--- config.mk ---
export PLATFORM = sky130hd
export DESIGN_NAME = data_fsm
export DESIGN_NICKNAME = d
export VERILOG_FILES = /design/src/rtl/data_fsm_pkg.sv /design/src/rtl/data_fsm_rx_shift.sv /design/src/rtl/data_fsm.sv
export SDC_FILE = /design/constraint.sdc
export NUM_CORES = 1
export LEC_CHECK = 0
export BUFFER_PORTS_ARGS = -buffer_cell sky130_fd_sc_hd__buf_4
export CORE_AREA = 2 2 54 56
export CTS_CLUSTER_SIZE = 12
export DETAILED_ROUTE_END_ITERATION = 16
export DIE_AREA = 0 0 56 58
export PLACE_DENSITY_LB_ADDON = 0.12
export SKIP_LAST_GASP = 1
export SLEW_MARGIN = 5
export SYNTH_ARGS = -nofsm -noshare
export SYNTH_HDL_FRONTEND = slang
export SYNTH_SLANG_ARGS = --single-unit
--- constraint.sdc ---
create_clock -name CLK_40 -period 2.3 [get_ports CLK_40]
set_clock_uncertainty 0.05 [all_clocks]
set_input_delay 0 -clock CLK_40 [delete_from_list [all_inputs] [get_ports CLK_40]]
set_output_delay 0 -clock CLK_40 [all_outputs]
set_load 0.01 [all_outputs]
--- src/rtl/data_fsm_pkg.sv ---
// Shared types and default constants for the SD-card SPI acquisition controller.
package data_fsm_pkg;

  typedef enum logic [2:0] {IDLE, CMD, HUNT, VIDEO, AUDIO, WAIT_FRAME} state_t;

  localparam logic [7:0]  HEADER_DEF      = 8'hFF;
  localparam int          CMD_BITS_DEF    = 48;
  localparam logic [47:0] CMD_WORD_DEF    = 48'h52_0000_0000_FF;
  localparam int          HDR_TIMEOUT_DEF = 4096;

endpackage

--- src/rtl/data_fsm_rx_shift.sv ---
// 8-bit MISO shifter gated by the bit strobe; flags when the incoming bit completes HEADER.
module data_fsm_rx_shift #(
  parameter logic [7:0] HEADER = 8'hFF
) (
  input  logic CLK_40,
  input  logic reset,
  input  logic en,
  input  logic clr,
  input  logic MISO,
  output logic match
);

  // Only the low 7 bits survive a shift, so the oldest bit is never stored.
  logic [6:0] rx;
  logic [7:0] rx_nxt;

  assign rx_nxt = {rx, MISO};
  assign match  = en && (rx_nxt == HEADER);

  always_ff @(posedge CLK_40 or negedge reset) begin
    if (!reset)   rx <= '0;
    else if (clr) rx <= '0;
    else if (en)  rx <= rx_nxt[6:0];
  end

endmodule

--- src/rtl/data_fsm.sv ---
// SPI-mode-0 SD streaming controller: command out, header hunt, video/audio steering.
// Optional header-hunt timeout is enabled by defining DATA_FSM_TIMEOUT_EN.
module data_fsm
  import data_fsm_pkg::*;
#(
  parameter logic [7:0]          HEADER   = HEADER_DEF,
  parameter int                  CMD_BITS = CMD_BITS_DEF,
  parameter logic [CMD_BITS-1:0] CMD_WORD = CMD_BITS'(CMD_WORD_DEF)
`ifdef DATA_FSM_TIMEOUT_EN
  , parameter int                HDR_TIMEOUT = HDR_TIMEOUT_DEF
`endif
) (
  input  logic CLK_40,
  input  logic reset,
  input  logic SPI_clk_en,
  input  logic start,
  input  logic MISO,
  input  logic video_bank_full,
  input  logic audio_bank_full,
  input  logic frame_done,
  output logic MOSI,
  output logic chip_select,
  output logic write_video,
  output logic write_audio,
  output logic timeout
);

`ifdef DATA_FSM_TIMEOUT_EN
  localparam int CNT_MAX = (HDR_TIMEOUT > CMD_BITS) ? HDR_TIMEOUT : CMD_BITS;
`else
  localparam int CNT_MAX = CMD_BITS;
`endif
  localparam int CNT_W = $clog2(CNT_MAX);
  localparam logic [CMD_BITS-1:0] CMD_MSB = {1'b1, {(CMD_BITS-1){1'b0}}};

  state_t           state, state_n;
  logic [CNT_W-1:0] cnt, cnt_n;
  logic             fd_lat, fd_n;
  logic             clr_rx, match, mosi_n;

  data_fsm_rx_shift #(.HEADER(HEADER)) u_rx (
    .CLK_40 (CLK_40),
    .reset  (reset),
    .en     (SPI_clk_en && (state == HUNT)),
    .clr    (clr_rx),
    .MISO   (MISO),
    .match  (match)
  );

  // Command bit for the count being entered, picked by a walking one so no index math.
  assign mosi_n = |(CMD_WORD & (CMD_MSB >> cnt_n));

`ifdef DATA_FSM_TIMEOUT_EN
  logic to_q, to_n;
  assign timeout = to_q;
`else
  assign timeout = 1'b0;
`endif

  always_comb begin
    state_n = state;
    cnt_n   = cnt;
    fd_n    = fd_lat;
    clr_rx  = 1'b0;
`ifdef DATA_FSM_TIMEOUT_EN
    to_n    = to_q;
`endif
    case (state)
      IDLE: if (start) begin
        state_n = CMD;
        cnt_n   = '0;
      end
      CMD: if (SPI_clk_en) begin
        if (cnt == CNT_W'(CMD_BITS - 1)) begin
          state_n = HUNT;
          cnt_n   = '0;
          clr_rx  = 1'b1;
        end else begin
          cnt_n = cnt + 1'b1;
        end
      end
      HUNT: if (SPI_clk_en) begin
        if (match) state_n = VIDEO;
`ifdef DATA_FSM_TIMEOUT_EN
        else if (cnt == CNT_W'(HDR_TIMEOUT - 1)) begin
          state_n = IDLE;
          to_n    = 1'b1;
        end else cnt_n = cnt + 1'b1;
`endif
      end
      VIDEO: begin
        if (frame_done)      fd_n    = 1'b1;
        if (video_bank_full) state_n = AUDIO;
      end
      AUDIO: begin
        if (frame_done)      fd_n    = 1'b1;
        if (audio_bank_full) state_n = WAIT_FRAME;
      end
      WAIT_FRAME: if (frame_done || fd_lat) begin
        state_n = HUNT;
        fd_n    = 1'b0;
        cnt_n   = '0;
        clr_rx  = 1'b1;
      end
      default: state_n = IDLE;
    endcase
  end

  // Outputs are flopped from the next state so they change on the same edge as the state.
  always_ff @(posedge CLK_40 or negedge reset) begin
    if (!reset) begin
      state       <= IDLE;
      cnt         <= '0;
      fd_lat      <= 1'b0;
      chip_select <= 1'b1;
      MOSI        <= 1'b1;
      write_video <= 1'b0;
      write_audio <= 1'b0;
    end else begin
      state       <= state_n;
      cnt         <= cnt_n;
      fd_lat      <= fd_n;
      chip_select <= (state_n == IDLE);
      MOSI        <= (state_n == CMD) ? mosi_n : 1'b1;
      write_video <= (state_n == VIDEO);
      write_audio <= (state_n == AUDIO);
    end
  end

`ifdef DATA_FSM_TIMEOUT_EN
  always_ff @(posedge CLK_40 or negedge reset) begin
    if (!reset) to_q <= 1'b0;
    else        to_q <= to_n;
  end
`endif

endmodule

## Word level (Yosys, flattened, before mapping)

Cells that the tools add are included.

- Bits in registers: 21
- Input bits: 8
- Output and inout port bits: 5
- Word-level logic and storage cells: 56

- Add/sub/neg operators: 1
- Equality and inequality tests: 12
- Shift-type cells: 1
- Muxes and demuxes: 24
- Reductions and logical operators: 10

Operator list:

| kind | number |
|---|---|
| 48-bit by 6-bit >> shifter with 47-bit output (first input constant) | 1 |
| 3-bit two-way mux | 8 |
| 6-bit two-way mux | 4 |
| 3-bit one-hot mux with 6 select lines | 1 |
| 6-bit one-hot mux with 3 select lines | 1 |
| 7-bit two-way mux | 2 |
| 11-bit OR reduction | 1 |
| 3-bit by 2-bit == test with 1-bit output (second input constant) | 3 |
| 3-bit == test (second input constant) | 3 |
| 8-bit == test (second input constant) | 1 |
| 6-bit by 1-bit adder with 6-bit output (second input constant) | 1 |
| 3-bit by 1-bit == test with 1-bit output (second input constant) | 2 |
| 6-bit == test (second input constant) | 1 |
| 3-bit zero test | 2 |
| 1-bit two-way mux | 6 |
| 1-bit one-hot mux with 2 select lines | 2 |
| 2-bit nonzero test | 2 |
| 3-bit AND reduction | 1 |
| 1-bit logical AND | 2 |
| 2-bit by 1-bit inequality test with 1-bit output (second input constant) | 1 |
| 2-bit inequality test (second input constant) | 1 |
| 2-bit OR reduction | 1 |
| 1-bit logical OR | 1 |

## Logic depth before layout (Yosys ltp)

Gate-level depths: netlist of run 1.

- Depth after elaboration: 8
- Depth in mapped cells: 7
- Gate-level depth less buffers: 7

## By module

Synthesis of run 1 repeated with hierarchy kept, for this count alone.

- Cells, all modules: 114
- Area, all modules: 1189.9 µm²

Modules (own cells, without submodules):

| module | instances | cells each | area each (µm²) | seq. area each (µm²) |
|---|---|---|---|---|
| data_fsm | 1 | 88 | 865.8 | 352.8 |
| data_fsm_rx_shift | 1 | 26 | 324.1 | 175.2 |

## Worst setup path before layout of run 1

OpenSTA, ideal clock, no wires.

- Path type: flip-flop to flip-flop
- Start point: reg cnt[0]
- End point: reg write_audio
- Library setup time: 0.073 ns
- Arrival: 1.675 ns
- Data required time: 2.177 ns
- Slack: 0.503 ns
- Cell stages (with the launch flop): 8
- Buffers on the path: 0
- Clock period less this slack: 1.797 ns
- Cells stage by stage: dfrtp_1 -> ha_1 -> nand4_4 -> nor2_4 -> a2111oi_1 -> a211o_1 -> or3b_1 -> nor2b_1

- Cells in the longest elaborated chain, start to end: 5

RTL lines:

| what | line | source |
|---|---|---|
| start, declared | data_fsm.sv:37 | `logic [CNT_W-1:0] cnt, cnt_n;` |
| start signal, assigned | data_fsm.sv:121 | `cnt <= cnt_n;` |
| 6-bit == test | data_fsm.sv:74 | `if (cnt == CNT_W'(CMD_BITS - 1)) begin` |
| 3-bit two-way mux | data_fsm.sv:74 |  |
| 3-bit two-way mux | data_fsm.sv:73 | `CMD: if (SPI_clk_en) begin` |
| 3-bit one-hot mux with 6 select lines | data_fsm.sv:68 | `case (state)` |
| named net state_n[0] | data_fsm.sv:36 | `state_t state, state_n;` |
| 3-bit == test | data_fsm.sv:126 | `write_audio <= (state_n == AUDIO);` |
| end signal, assigned | data_fsm.sv:126 |  |
| end, declared | data_fsm.sv:24 | `output logic write_audio,` |

The timed path passes the listed nets, and every way through them passes these cells.
A chain may end at the register's enable or synchronous reset.

## Worst setup path in the final report of run 1

Ends and elaborated chain as after synthesis.

==> results.txt, run 1 <==
The run finished with clean final reports. The required time at the endpoint of the critical path is 2.45 ns. The Yosys step of the flow raised 0 warnings. The via count came out at 956. The arrival time at the worst endpoint came out at 2.25 ns. Dividing the detail-routed via count by the number of cells gives 5.794. After layout, the design draws a total of 1.379 mW. The number of max-cap violations is 0. The critical path endpoint category is a flop. Synthesis handed over a netlist of 118 instances. During I/O placement, the number of pins put on the boundary was 13. The total setup violations reported at the end of the flow is 0. After synthesis the cells add up to 1175 sq um. The core area came out at 2663 sq um. The count of final max-slew check failures was 0. The height of the chip came out at 58 um. The multi-input combinational cells in the finished layout cover a total of 590.6 sq um. The fraction of final layout cells sized beyond drive strength 1 is 0.2090.

The pin count of the biggest net entering global routing came out at 22. The flip-flop and latch count after synthesis is 21. The routability congestion estimate from global placement is 0.7655. TritonCTS built the clock tree.

The floorplan step defined a die boundary enclosing 3248 sq um. In this run the static leakage power is 0.6143 nW. The wire length per cell after detailed routing came out at 14.31 um.

The global router's overall resource usage is 0.1601. The total power density per cell area is 1022 nW/um^2. The critical path is of the reg -> reg type.

The final worst-path cycle share came out at 0.9114. The number of DRC violations after detailed routing came out at 0. On the critical path the largest part of the delay comes from compound AO/OA/AOI/OAI gates. The largest voltage drop on the vdd net is 0.5554 mV.

The global route total overflow is 0. The most used flip-flop cell after synthesis is sky130_fd_sc_hd__dfrtp_1. The first-pass GRT wire length came out at 4008 um.

The final layout net count is 144. Post-CTS timing repair inserted 0 buffers for setup. After routing the design area is 1349 sq um. The category of the worst setup path launch point is a flop.

The later-pin clock latency in the skew report is 0.30 ns. The half-perimeter wire length of the detailed placement result is 1847 um. Across the whole layout, storage elements account for 528.0 sq um.

The library cell used most frequently in the layout, excluding fill and tap cells, is sky130_fd_sc_hd__dfrtp_1. The worst hold path begins at audio_bank_full. The worst-case headroom to the max-slew limit is 0.5415. After detailed placement, the total cell area comes to 1292 sq um. In this design, the stage delay of the slowest critical-path cell is 0.67 ns.

The total inserted antenna cells came out at 0. The synthesis-to-finish area growth is 14.80%. Tracing the worst setup path back leads to its startpoint at cnt[0]$_DFF_PN0_. The quantity of gates resized following cts came out at 0. The number of antenna-violating nets in the routed design is 0. The share of async-settable or async-resettable flops after synthesis came out at 1.000.

The number of hold-slack violations in the final timing report came out at 0. The count of standard-cell rows came out at 19. The count of filler cells inserted in the layout came out at 271. Clock tree synthesis selected as its root buffer the cell sky130_fd_sc_hd__clkbuf_4. The clock passes through at most 2 buffers. The largest fanout of any net on the critical path is 5.

Setup repair after global routing left no endpoint under its margin. The initial DRC count came out at 18. For this run, the register share of the synthesized area comes to 0.4494. The number of nets in the synthesized netlist is 127. In this run the worst hold path is classified as in -> reg.

The clock transition time at the flip-flop clock pins of the worst setup and hold paths came out at 0.11 ns. The count of flip-flops with a built-in enable after synthesis is 0. The slowest stage of the critical path is the sky130_fd_sc_hd__a2111oi_1 cell.

The post-synthesis cell type count came out at 47. The maximum level of the CTS H-tree came out at 1. The average footprint of a synthesized cell is 9.957 sq um. The critical path goes through ha_1, nand4_4, nor2_4, a2111oi_1, a211o_1, or3b_1, nor2b_1. From left edge to right edge, the die measures 56 um. The number of port buffers came out at 11.

The clock buffer count from CTS came out at 3. The worst register-to-register path begins at cnt[0]$_DFF_PN0_. The setup total negative slack is 0 ns. For the pin with the worst max-slew slack, the measured transition is 0.6860 ns.

The initial antenna violation count came out at 0. The upper clock frequency limit is 477.1 MHz. The buffering stage count on the worst path with inverters included came out at 0. The post-layout minimum cycle time came out at 2.096 ns. The effective utilization at floorplan is 0.4413. Summed over all layers, the routed wires come to 2361 um.

The number of clock sinks seen by CTS came out at 21. In the layout the commonest cells are 19 x sky130_fd_sc_hd__dfrtp_1, 14 x sky130_fd_sc_hd__buf_4, 11 x sky130_fd_sc_hd__nor2_1. The first TritonRoute pass finished after 4 iterations. The via count of the first global-routing pass is 933.
worst reg2reg max path, cell delays in order (launching register included):
cell	delay, ns
sky130_fd_sc_hd__dfrtp_1	0.42
sky130_fd_sc_hd__ha_1	0.27
sky130_fd_sc_hd__nand4_4	0.16
sky130_fd_sc_hd__nor2_4	0.05
sky130_fd_sc_hd__a2111oi_1	0.67
sky130_fd_sc_hd__a211o_1	0.20
sky130_fd_sc_hd__or3b_1	0.13
sky130_fd_sc_hd__nor2b_1	0.05
synth_stat cells (2+ instances only):
cell                       number  area [sq um]
sky130_fd_sc_hd__dfrtp_1       19         475.5
sky130_fd_sc_hd__nor2_1        11         41.29
sky130_fd_sc_hd__nand2_1        8         30.03
sky130_fd_sc_hd__inv_1          7         26.28
sky130_fd_sc_hd__mux2i_1        7         70.07
sky130_fd_sc_hd__a21oi_1        5         25.02
sky130_fd_sc_hd__o21ai_0        4         20.02
sky130_fd_sc_hd__o21ai_1        4         20.02
sky130_fd_sc_hd__buf_4          3         22.52
sky130_fd_sc_hd__nand3_1        3         15.01
sky130_fd_sc_hd__nor2b_1        3         18.77
sky130_fd_sc_hd__buf_2          2         10.01
sky130_fd_sc_hd__dfstp_2        2         52.55
sky130_fd_sc_hd__nand2b_1       2         12.51
sky130_fd_sc_hd__nand4_1        2         12.51
sky130_fd_sc_hd__o21a_1         2         15.01
sky130_fd_sc_hd__o31ai_1        2         15.01
sky130_fd_sc_hd__or3_1          2         12.51
sky130_fd_sc_hd__or3b_1         2         17.52
final cells by class:
class                   instances  share of cell area
inverters                       8             0.02226
flip-flops and latches         21              0.3915
repair buffers                 17              0.1002
well taps                      31             0.02876
multi-input cells              84              0.4378
clock buffers                   4             0.01948
final timing paths:
kind,end,slack (ns),cells after the start
max in group asynchronous,chip_select$_DFF_PN1_,1.87,2
worst min-delay path,state[0]$_DFF_PN0_,0.03,4
worst max register to register,write_audio$_DFF_PN0_,0.20,7
worst min register to register,u_rx.rx[6]$_DFFE_PN0P_,0.50,2
worst max-delay path,write_audio$_DFF_PN0_,0.20,7
min in group asynchronous,u_rx.rx[2]$_DFFE_PN0P_,0.05,2
registers in the layout (all words and copies together), names as in the netlist:
| name | flops |
|---|---|
| MOSI | 1 |
| chip_select | 1 |
| cnt | 6 |
| fd_lat | 1 |
| state | 3 |
| u_rx.rx | 7 |
| write_audio | 1 |
| write_video | 1 |
routing by layer:
layer / share of wire / GRT usage
met4: 0.018 / 0.06803
met1: 0.44 / 0.1951
met2: 0.50 / 0.2807
met3: 0.040 / 0.02902
met5: 0 / 0
power by group:
part,internal [mW],total (mW),leakage (nW),switching [mW]
Sequential,0.475,0.593,0.276,0.118
Clock,0.0677,0.174,0.0150,0.107
Combinational,0.279,0.612,0.324,0.333
Total,0.822,1.38,0.614,0.557
per-stage QoR:
stage / hold slack (ns) / utilization / setup WS (ns) / instances
2_1_floorplan: -0.3456 / - / 0.5026 / 118
3_3_place_gp: -0.1535 / 0.4854 / 0.1949 / 158
3_5_place_dp: -0.1520 / 0.4854 / 0.1871 / 158
4_1_cts: 0.01997 / 0.5066 / 0.1845 / 165
5_1_grt: 0.02683 / 0.5066 / 0.1372 / 165
6_report: 0.02781 / 0.5066 / 0.2039 / 165
repair_timing:
| item | in CTS | in global routing |
|---|---|---|
| hold endpoints to repair | 25 | 0 |
| endpoints found under the setup margin | 0 | 0 |
| hold buffers | 3 | 0 |
cell families (layout without fill, tap and decap cells):
group / Yosys count / count (layout) / share of synthesized area
mux: 8 / 8 / 0.06922
compound gates: 31 / 31 / 0.1917
simple gates: 43 / 43 / 0.2226
fa+ha+maj: 1 / 1 / 0.01065
flops: 21 / 21 / 0.4494
buf+inv: 13 / 29 / 0.05325
other cells: 1 / 1 / 0.003192
Power figures use the tool's default switching activity.
==> run 2, diff against run 1 <==
--- a/config.mk
+++ b/config.mk
@@ -10,6 +10,7 @@
 export CTS_CLUSTER_SIZE = 12
 export DETAILED_ROUTE_END_ITERATION = 16
 export DIE_AREA = 0 0 56 58
+export MAX_ROUTING_LAYER = met4
 export PLACE_DENSITY_LB_ADDON = 0.12
 export SKIP_LAST_GASP = 1
 export SLEW_MARGIN = 5
==> results.txt, run 2 (synthesized netlist as in run 1, its figures left out) <==
The flow ran to the end, and the final reports show no timing, DRC or antenna violations. The later-pin clock latency in the skew report is 0.29 ns. Using the TritonRoute via totals, the vias-per-cell ratio works out to 5.733.

Across the run, the number of max-cap violations was 0. The number of hold-slack violations in the final timing report came to 0. The uppermost layer routed is met4. The global router's overall resource usage came out at 0.1651.

The clock buffer count from CTS came out at 3. The area of the die is 3248 sq um. Dividing the detail-routed wire length by the instance count gives 14.30 um.

The half-perimeter wire length of the detailed placement result came out at 1847 um. The critical path is of the reg -> reg type. TritonCTS built the clock tree. The clock transition time at the flip-flop clock pins of the worst setup and hold paths came out at 0.11 ns. The top cell types in the final layout, fill and taps aside, are 19 x sky130_fd_sc_hd__dfrtp_1, 14 x sky130_fd_sc_hd__buf_4, 11 x sky130_fd_sc_hd__nor2_1. The via count came out at 946.

The register containing the most flip-flops in the final layout is u_rx.rx. The count of standard-cell rows is 19. The initial antenna violation count came to 0. The post-detailed-routing wire length came out at 2360 um. Routability-driven placement finished with a final weighted congestion of 0.7756. The via count of the first global-routing pass is 934. CTS built an H-tree with a depth of 1. The post-layout minimum cycle time came out at 2.094 ns. Leaving out fill and tap cells, the most frequent cell in the layout is sky130_fd_sc_hd__dfrtp_1.

The critical path goes through ha_1, nand4_4, nor2_4, a2111oi_1, a211o_1, or3b_1, nor2b_1. On the critical path, the stage with the largest delay is an instance of sky130_fd_sc_hd__a2111oi_1. The largest voltage drop on the vdd net came out at 0.5549 mV.

The number of port buffers is 11. The final worst-path cycle share is 0.9104. The initial DRC count came out at 18. At the pin with the least slew margin, the transition time is 0.6857 ns. The fraction of final layout cells sized beyond drive strength 1 is 0.2090. The flip-flop count of the largest register, all copies and words added is 7. The number of DRC violations after detailed routing is 0.

In the detailed route, the total length drawn on met3 is 104 um. The pin count of the biggest net entering global routing came out at 22. The total setup violations reported at the end of the flow came out at 0. Measured against its own limit, the worst slew margin works out to 0.5417. The height of the chip is 58 um. The amount of wire on met2 after detailed routing is 1204 um. The effective utilization at floorplan is 0.4413.

The largest fanout of any net on the critical path is 5. Power spread over the standard cell area amounts to 1020 nW/um^2. The horizontal die dimension is 56 um. The clock drives 21 sinks. The count of nets left with antenna violations once routing finished came out at 0.

The total inserted antenna cells is 0. The critical path endpoint category is a flop. The largest single stage delay on the critical path is 0.67 ns.

The first global-routing pass estimated 4002 um of wire. Summing all placed instances gives a cell area of 1292 sq um. The arrival time at the worst endpoint came out at 2.24 ns. For this block, wires on met1 add up to 1031 um. The global route total overflow came out at 0. The core area is 2663 sq um. The synthesis-to-finish area growth came out at 14.80%. The required time at the endpoint of the critical path is 2.45 ns.

The pre-antenna-repair detailed-routing pass consisted of 4 iterations. The final design area excluding fillers came out at 1349 sq um. The buffer count from post-CTS setup fixing is 0.

The upper clock frequency limit is 477.6 MHz. The final layout net count came out at 144. The count of final max-slew check failures is 0. Setup repair after global routing left no endpoint under its margin. STA classifies the critical path startpoint as a flop. The clock passes through at most 2 buffers. The analysis attributes to cell leakage a power of 0.6143 nW. The largest registers in the layout are u_rx.rx x7, cnt x6, state x3. The dominant delay contributor by cell family on the critical path is compound AO/OA/AOI/OAI gates. The cell sitting at the root of the clock tree is a sky130_fd_sc_hd__clkbuf_4.

The buffering stage count on the worst path with inverters included is 0. The I/O pin count is 13. The setup total negative slack came out at 0 ns. The tightest min-delay check is of the in -> reg type.
==> run 2: area by class of cell <==
| type | instances | area [sq um] |
|---|---|---|
| clock buffers | 4 | 26.28 |
| fillers | 271 | 1314 |
| inverters | 8 | 30.03 |
| well taps | 31 | 38.79 |
| repair buffers | 17 | 135.1 |
| flip-flops and latches | 21 | 528.0 |
| multi-input cells | 84 | 590.6 |
==> run 2: final timing paths <==
kind,endpoint,cells after the start,slack (ns),start
hold reg to reg,u_rx.rx[6]$_DFFE_PN0P_,2,0.50,u_rx.rx[6]$_DFFE_PN0P_
setup / recovery,write_audio$_DFF_PN0_,7,0.21,cnt[0]$_DFF_PN0_
hold / removal,state[0]$_DFF_PN0_,4,0.03,audio_bank_full
max in group asynchronous,chip_select$_DFF_PN1_,2,1.86,reset
min in group asynchronous,u_rx.rx[2]$_DFFE_PN0P_,2,0.06,reset
setup reg to reg,write_audio$_DFF_PN0_,7,0.21,cnt[0]$_DFF_PN0_
==> run 2: per-stage QoR <==
stage          setup WS [ns]  instances  utilization  total power, mW  hold WS, ns
2_1_floorplan         0.5026        118            -            1.032      -0.3456
3_3_place_gp          0.1949        158       0.4854            1.203      -0.1535
3_5_place_dp          0.1871        158       0.4854            1.205      -0.1520
4_1_cts               0.1845        165       0.5066            1.388      0.01997
5_1_grt               0.1372        165       0.5066            1.489      0.02683
6_report              0.2062        165       0.5066            1.375      0.03490
==> run 2: power by group <==
part / switching [mW] / leakage, nW / internal [mW] / total (mW)
sequential: 0.118 / 0.276 / 0.475 / 0.592
clock: 0.104 / 0.0150 / 0.0675 / 0.171
combinational: 0.333 / 0.324 / 0.279 / 0.612
==> run 2: repair_timing <==
action,4_1_cts,5_1_grt
hold buffers,3,0
endpoints found under the hold margin,25,0
gates resized for setup,0,0
endpoints found under the setup margin,0,0
==> run 2: tightest hold or removal path: stages <==
cell and delay [ns]:
sky130_fd_sc_hd__buf_4 0.08, sky130_fd_sc_hd__nand2_1 0.04, sky130_fd_sc_hd__o31ai_1 0.08, sky130_fd_sc_hd__a211o_1 0.14
==> run 2: per-layer routing <==
layer / global-route usage / up-vias
met5: - / -
met4: 0.06803 / 0
met3: 0.02902 / 4
met2: 0.2807 / 26
met1: 0.1951 / 459
li1: - / 457
